### config.mk
export PLATFORM = sky130hd
export DESIGN_NAME = reset_sequencer
export DESIGN_NICKNAME = d
export VERILOG_FILES = /design/src/rtl/reset_sequencer.sv
export SDC_FILE = /design/constraint.sdc
export NUM_CORES = 1
export LEC_CHECK = 0
export CAP_MARGIN = 20
export CORE_ASPECT_RATIO = 0.9
export CORE_UTILIZATION = 38
export CTS_CLUSTER_SIZE = 40
export DETAILED_ROUTE_END_ITERATION = 8
export GPL_TIMING_DRIVEN = 0
export PLACE_DENSITY_LB_ADDON = 0.1
export SLEW_MARGIN = 10
export SYNTH_ARGS = -nofsm -noshare
export SYNTH_HDL_FRONTEND = slang
export SYNTH_SLANG_ARGS = --single-unit
### constraint.sdc
create_clock -name clk -period 1.9 [get_ports clk]
set_clock_uncertainty 0.1 [all_clocks]
set_input_delay 0.285 -clock clk [delete_from_list [all_inputs] [get_ports clk]]
set_output_delay 0.285 -clock clk [all_outputs]
set_load 0.02 [all_outputs]
### src/rtl/reset_sequencer.sv
// Master-clock reset sequencer: holds all domain resets, releases them in index order
// with a per-domain acknowledge handshake, and on request shuts every domain down
// (assert resets, confirm, then gate clocks). All outputs are registered.
module reset_sequencer #(
  parameter int unsigned CHANNELS    = 3,
  parameter int unsigned HOLD_CYCLES = 16,
  parameter int unsigned STAGE_GAP   = 4,
  parameter int unsigned ACK_TIMEOUT = 64,
  parameter int unsigned CLK_SETTLE  = 8
) (
  input  logic                clk,
  input  logic                resn,
  input  logic                restart_req,
  input  logic                shutdown_req,
  input  logic [CHANNELS-1:0] domain_resn_ack,
  output logic [CHANNELS-1:0] domain_resn_out,
  output logic [CHANNELS-1:0] clk_en_out,
  output logic                all_ready,
  output logic                all_in_reset,
  output logic                busy,
  output logic                timeout_err
);

  // Elaboration-time sanity checks on the configuration.
  if (CHANNELS < 1) begin : g_chk_channels
    $error("reset_sequencer: CHANNELS must be >= 1");
  end
  if (HOLD_CYCLES < 1) begin : g_chk_hold
    $error("reset_sequencer: HOLD_CYCLES must be >= 1");
  end
  if (ACK_TIMEOUT < 1) begin : g_chk_timeout
    $error("reset_sequencer: ACK_TIMEOUT must be >= 1");
  end
  if (CLK_SETTLE < 1) begin : g_chk_settle
    $error("reset_sequencer: CLK_SETTLE must be >= 1");
  end

  // One shared counter, sized for the longest interval it ever has to hold.
  localparam int unsigned Max01  = (HOLD_CYCLES > STAGE_GAP) ? HOLD_CYCLES : STAGE_GAP;
  localparam int unsigned Max23  = (ACK_TIMEOUT > CLK_SETTLE) ? ACK_TIMEOUT : CLK_SETTLE;
  localparam int unsigned MaxCnt = (Max01 > Max23) ? Max01 : Max23;
  localparam int unsigned CntW   = $clog2(MaxCnt + 1);
  localparam int unsigned IdxW   = (CHANNELS > 1) ? $clog2(CHANNELS) : 1;

  // Terminal counts. HOLD and GAP release on the edge after the count completes (so a
  // zero gap releases on the very next edge); the others act on the edge that completes it.
  localparam logic [CntW-1:0] HoldEnd     = CntW'(HOLD_CYCLES);
  localparam logic [CntW-1:0] GapEnd      = CntW'(STAGE_GAP);
  localparam logic [CntW-1:0] AckEnd      = CntW'(ACK_TIMEOUT - 1);
  localparam logic [CntW-1:0] ShutHoldEnd = CntW'(HOLD_CYCLES - 1);
  localparam logic [CntW-1:0] SettleEnd   = CntW'(CLK_SETTLE - 1);
  localparam logic [IdxW-1:0] LastIdx     = IdxW'(CHANNELS - 1);

  typedef enum logic [3:0] {
    StHold,        // all resets asserted, counting the hold interval
    StWaitAck,     // current channel released, waiting for its ack
    StGap,         // idle gap before releasing the next channel
    StRun,         // every domain out of reset
    StShutAssert,  // resets just asserted for shutdown
    StShutWait,    // waiting for all acks to drop
    StShutHold,    // acks low, holding before gating clocks
    StOff,         // clocks gated, resets held
    StClkOn        // clocks re-enabled, letting them settle
  } state_e;

  state_e              state_q, state_d;
  logic [CntW-1:0]     cnt_q, cnt_d;
  logic [IdxW-1:0]     idx_q, idx_d;
  logic [CHANNELS-1:0] resn_q, resn_d;
  logic [CHANNELS-1:0] clk_en_q, clk_en_d;
  logic                terr_q, terr_d;
  logic                ready_q, busy_q, air_q;

  logic [IdxW-1:0]     idx_inc;
  logic [CHANNELS-1:0] idx_bit, next_bit;
  logic                ack_hit, acks_low;
  logic                in_sequence, shut_ok;

  // Channel decode and request qualification.
  always_comb begin
    idx_inc     = idx_q + 1'b1;
    idx_bit     = CHANNELS'(1) << idx_q;
    next_bit    = CHANNELS'(1) << idx_inc;
    // Only the channel currently being released can complete the handshake.
    ack_hit     = |(domain_resn_ack & idx_bit);
    acks_low    = ~|domain_resn_ack;
    in_sequence = state_q inside {StHold, StWaitAck, StGap, StRun};
    shut_ok     = in_sequence || (state_q == StClkOn);
  end

  // Next-state and next-output logic; requests take priority over normal sequencing.
  always_comb begin
    state_d  = state_q;
    cnt_d    = cnt_q;
    idx_d    = idx_q;
    resn_d   = resn_q;
    clk_en_d = clk_en_q;
    terr_d   = terr_q;

    if (shutdown_req && shut_ok) begin
      // Shutdown beats a simultaneous restart and aborts any sequence in progress.
      state_d = StShutAssert;
      resn_d  = '0;
      cnt_d   = '0;
    end else if (restart_req && in_sequence) begin
      state_d = StHold;
      resn_d  = '0;
      idx_d   = '0;
      cnt_d   = '0;
      terr_d  = 1'b0;
    end else if (restart_req && (state_q == StOff)) begin
      state_d  = StClkOn;
      clk_en_d = '1;
      cnt_d    = '0;
      terr_d   = 1'b0;
    end else begin
      case (state_q)
        StHold: begin
          if (cnt_q == HoldEnd) begin
            resn_d  = resn_q | idx_bit;
            cnt_d   = '0;
            state_d = StWaitAck;
          end else begin
            cnt_d = cnt_q + 1'b1;
          end
        end
        StWaitAck: begin
          if (ack_hit || (cnt_q == AckEnd)) begin
            // A timeout is flagged but otherwise treated exactly like an ack.
            if (!ack_hit) begin
              terr_d = 1'b1;
            end
            cnt_d   = '0;
            state_d = (idx_q == LastIdx) ? StRun : StGap;
          end else begin
            cnt_d = cnt_q + 1'b1;
          end
        end
        StGap: begin
          if (cnt_q == GapEnd) begin
            idx_d   = idx_inc;
            resn_d  = resn_q | next_bit;
            cnt_d   = '0;
            state_d = StWaitAck;
          end else begin
            cnt_d = cnt_q + 1'b1;
          end
        end
        StRun: begin
          // Acks dropping here are deliberately not acted on.
        end
        StShutAssert: begin
          cnt_d   = '0;
          state_d = StShutWait;
        end
        StShutWait: begin
          if (acks_low || (cnt_q == AckEnd)) begin
            if (!acks_low) begin
              terr_d = 1'b1;
            end
            cnt_d   = '0;
            state_d = StShutHold;
          end else begin
            cnt_d = cnt_q + 1'b1;
          end
        end
        StShutHold: begin
          if (cnt_q == ShutHoldEnd) begin
            clk_en_d = '0;
            cnt_d    = '0;
            state_d  = StOff;
          end else begin
            cnt_d = cnt_q + 1'b1;
          end
        end
        StOff: begin
          // Wait for a restart request.
        end
        StClkOn: begin
          if (cnt_q == SettleEnd) begin
            idx_d   = '0;
            cnt_d   = '0;
            state_d = StHold;
          end else begin
            cnt_d = cnt_q + 1'b1;
          end
        end
        default: begin
          state_d = StHold;
          resn_d  = '0;
          idx_d   = '0;
          cnt_d   = '0;
        end
      endcase
    end
  end

  // State and registered outputs, with synchronous active-low reset.
  always_ff @(posedge clk) begin
    if (!resn) begin
      state_q  <= StHold;
      cnt_q    <= '0;
      idx_q    <= '0;
      resn_q   <= '0;
      clk_en_q <= '1;
      terr_q   <= 1'b0;
      ready_q  <= 1'b0;
      busy_q   <= 1'b1;
      air_q    <= acks_low;
    end else begin
      state_q  <= state_d;
      cnt_q    <= cnt_d;
      idx_q    <= idx_d;
      resn_q   <= resn_d;
      clk_en_q <= clk_en_d;
      terr_q   <= terr_d;
      ready_q  <= (state_d == StRun);
      busy_q   <= !(state_d inside {StRun, StOff});
      air_q    <= (resn_d == '0) && acks_low;
    end
  end

  assign domain_resn_out = resn_q;
  assign clk_en_out      = clk_en_q;
  assign all_ready       = ready_q;
  assign all_in_reset    = air_q;
  assign busy            = busy_q;
  assign timeout_err     = terr_q;

endmodule

==> reports/metrics.csv <==
stage;metric;value;unit
status;status;finished with violations;
status;failing checks;setup timing;
synth;main flop type after synthesis;dfxtp_1;
placement;HPWL Detailed;2940;µm
pwr;P_leak;0.733;nW
critical_path;Critical Path RT;1950;ps
sta;RSZ-0062 raised after global routing;true;
sta;Period Utilization, post-route;1.04;
floorplan;# rows;21;
global_routing;largest net degree at the start of global routing;12;
synth;simple-gate share of the synthesized area;0.316;
layout;Fill cells;350;
synth;EDFF count, synth;0;
layout;Final nets;216;
layout;Area Growth Syn to Fin;34.7;%
synth;Distinct cells, synth;55;
critical_path;flop2flop setup slack;-80;ps
synth;post-synthesis compound-gate area fraction;0.237;
drt;ANT nets after route;0;
pwr;Int Pwr;0.669;mW
placement;placed cell areas;1750;µm²
layout;final instance area;2070;µm²
drt;number of remaining DRC errors;0;
synth;Cell Area, Synth;1540;µm²
pwr;Switch Pwr;0.269;mW
drt;First DRT Iteration DRCs;125;
synth;post-synthesis xor/xnor area fraction;0.0334;
layout;final core utilization;0.547;
drt;Via density;6.04;
global_routing;antenna violations before repair;0;
sta;count of final hold-check violations;0;
drt;DRT Wirelength;4330;µm
floorplan;DIE AREA;4300;µm²
synth;Synth Instances;181;
floorplan;DIE WIDTH;69;µm
clocking;H-Tree Depth;1;
pwr;Cell Pwr Density;453;nW/µm²
sta;final setup TNS;-169;ps
sta;final hold slack;414;ps
global_routing;grt ovf;0;
sta;Final Max Slew Viols;0;
synth;Syn Nets;194;
synth;largest family of logic cells by synthesized area;simple AND/OR/NAND/NOR gates;
drt;routed len/inst;17.5;µm
floorplan;# IOs;17;
clocking;maximum root-to-sink buffer count;2;
synth;mux contribution to synthesized area;0.0130;
clocking;Skew-Pair Late Insertion Delay;270;ps
clocking;CTS Sinks;21;
clocking;CTS Root Buffer Type;clkbuf_8;
global_routing;Tot GR Track Use;0.191;
layout;diode count;0;
critical_path;CP max FO;8;
clocking;TritonCTS Buffers;3;
clocking;Clock Pin Slew Worst Setup and Hold Paths;80;ps
drt;Via Count;1499;
critical_path;reg2reg end;busy;
placement;I/O Buffers;16;
synth;Yosys reg bits;21;
floorplan;Die H;62.3;µm
global_routing;first-pass GRT wire length;6630;µm
pwr;peak supply drop;341;µV
critical_path;CP startpoint kind;flop;
pwr;clock share of power;0.323;
pwr;sw frac;0.287;
critical_path;Worst Setup End Kind;flop;
flow_run;Max-cap violations;0;
critical_path;r2r worst-path depth;7;
placement;placed cells;243;
sta;endpoints failing setup;4;
placement;dpl ws;-548;ps
sta;post-route setup slack;-75.8;ps
synth;Seq/Total Area, Yosys;0.274;
synth;Synth Area in Adders;0.0489;
critical_path;reg2reg start;cnt_q[0];
clocking;number of hold buffers added after CTS;0;
synth;fraction of registers with async set/reset;0;
floorplan;core footprint;3780;µm²
pwr;sequential share of power;0.482;
critical_path;WP data arrival;2030;ps
synth;Avg Inst Size Synth;8.48;µm²
sta;post-layout min period;1980;ps
hold_path;worst min-delay path class;reg -> reg;
sta;Slew headroom;0.649;
clocking;CTS tree;yes;
critical_path;critical path class;reg -> reg;
layout;post-route insts no fill;248;
placement;routability cong.;0.862;
critical_path;Setup crit end;busy;
synth;Synth warnings;0;
pwr;Power, Total;0.937;mW
critical_path;crit path from;cnt_q[0];
sta;Slew @ Worst Pin;525;ps
sta;FMAX;506;MHz
layout;share of cells above drive strength 1;0.356;
drt;DR pass1 iterations;4;
global_routing;vias in the first global route;1395;
pwr;Comb pwr share;0.195;
floorplan;Initial Util;0.406;
layout make-up:
type,instances,area [µm²],share of cell area
Clock buffer,4,45.0,0.0218
Tap cell,46,57.6,0.0278
Multi-Input combinational cell,134,1230,0.593
Timing Repair Buffer,19,185,0.0895
Buffer,11,66.3,0.0321
Sequential cell,21,434,0.210
Inverter,13,53.8,0.0260
state kept, by name, indices dropped and copies added, names as in the netlist:
name,count
timeout_err,1
domain_resn_out,3
cnt_q,7
all_in_reset,1
all_ready,1
clk_en_out,1
busy,1
idx_q,2
state_q,4
worst max-delay path, stage by stage (launching register included):
cell	delay, ps
dfxtp_4	360
inv_4	60
ha_4	120
nor4b_4	450
nand3_2	230
nand2_2	120
a211oi_2	60
or3b_1	360
synthesized netlist by cell type, types with 3 or more instances:
cell | n | area (µm²)
nand3b_1 | 3 | 22.5
nor2_1 | 14 | 52.6
buf_4 | 4 | 30.0
inv_1 | 12 | 45.0
clkbuf_1 | 4 | 15.0
nor3_1 | 6 | 30.0
nor2b_1 | 6 | 37.5
buf_2 | 5 | 25.0
a21oi_1 | 9 | 45.0
nor4b_2 | 3 | 45.0
nand3_1 | 11 | 55.1
nand2_1 | 9 | 33.8
and2_1 | 4 | 25.0
o21ai_1 | 3 | 15.0
dfxtp_1 | 21 | 420
a41oi_1 | 3 | 26.3
o2111a_1 | 3 | 33.8
o221ai_1 | 3 | 26.3
o21ai_0 | 6 | 30.0
ha_1 | 6 | 75.1
power by group through the flow:
stage,clock [mW],sequential (mW),combinational [mW]
finish,0.303,0.451,0.183
global route,0.333,0.452,0.194
CTS,0.319,0.452,0.149
detailed placement,0,0.462,0.135
global placement,0,0.462,0.135
floorplan,0,0.462,0.0911
timing repair:
action                     in CTS  in global routing
setup buffers                   1                  2
pin swaps                       4                 15
setup endpoints to repair      12                 16
gates resized for setup        18                 46
kinds of logic after synthesis:
logic type | Yosys count
AND/OR/NAND/NOR | 74
AO/OA/AOI/OAI | 47
buffers and inverters | 26
flip-flops | 21
adder cells (fa/ha/maj) | 6
XOR/XNOR | 5
multiplexers | 2
routing by layer:
| layer | vias up | part of all wire | GRT usage |
|---|---|---|---|
| li1 | 714 | - | - |
| met1 | 699 | 0.44 | 0.256 |
| met2 | 69 | 0.46 | 0.301 |
| met3 | 17 | 0.053 | 0.0390 |
| met4 | 0 | 0.045 | 0.0765 |
| met5 | - | 0 | 0 |
layout by cell type (no fill, tap or decap), types with 3 or more instances in the layout:
cell              n
clkdlybuf4s50_1  15
dfxtp_1          14
nor2_1           13
nand3_1           9
nand2_1           8
a21oi_1           8
inv_1             7
buf_4             7
nor2b_1           6
dfxtp_2           5
inv_2             4
and2_1            4
o21ai_0           4
o21ai_2           4
ha_4              4
nor4b_4           3
buf_2             3
o221ai_2          3
o2111a_1          3
nand3b_1          3
nor3_1            3
clkbuf_8          3
worst min-delay path by stage:
stage               depth (start not counted)     start  slack (ps)  endpoint
floorplan                                   2      resn         350  cnt_q[1]
global placement                            2  cnt_q[1]         370  cnt_q[1]
detailed placement                          2  idx_q[0]         390  idx_q[0]
CTS                                         2  idx_q[0]         420  idx_q[0]
global route                                2  idx_q[0]         440  idx_q[0]
finish                                      2  idx_q[0]         410  idx_q[0]
Note: power is estimated with default switching activity, not from simulation.
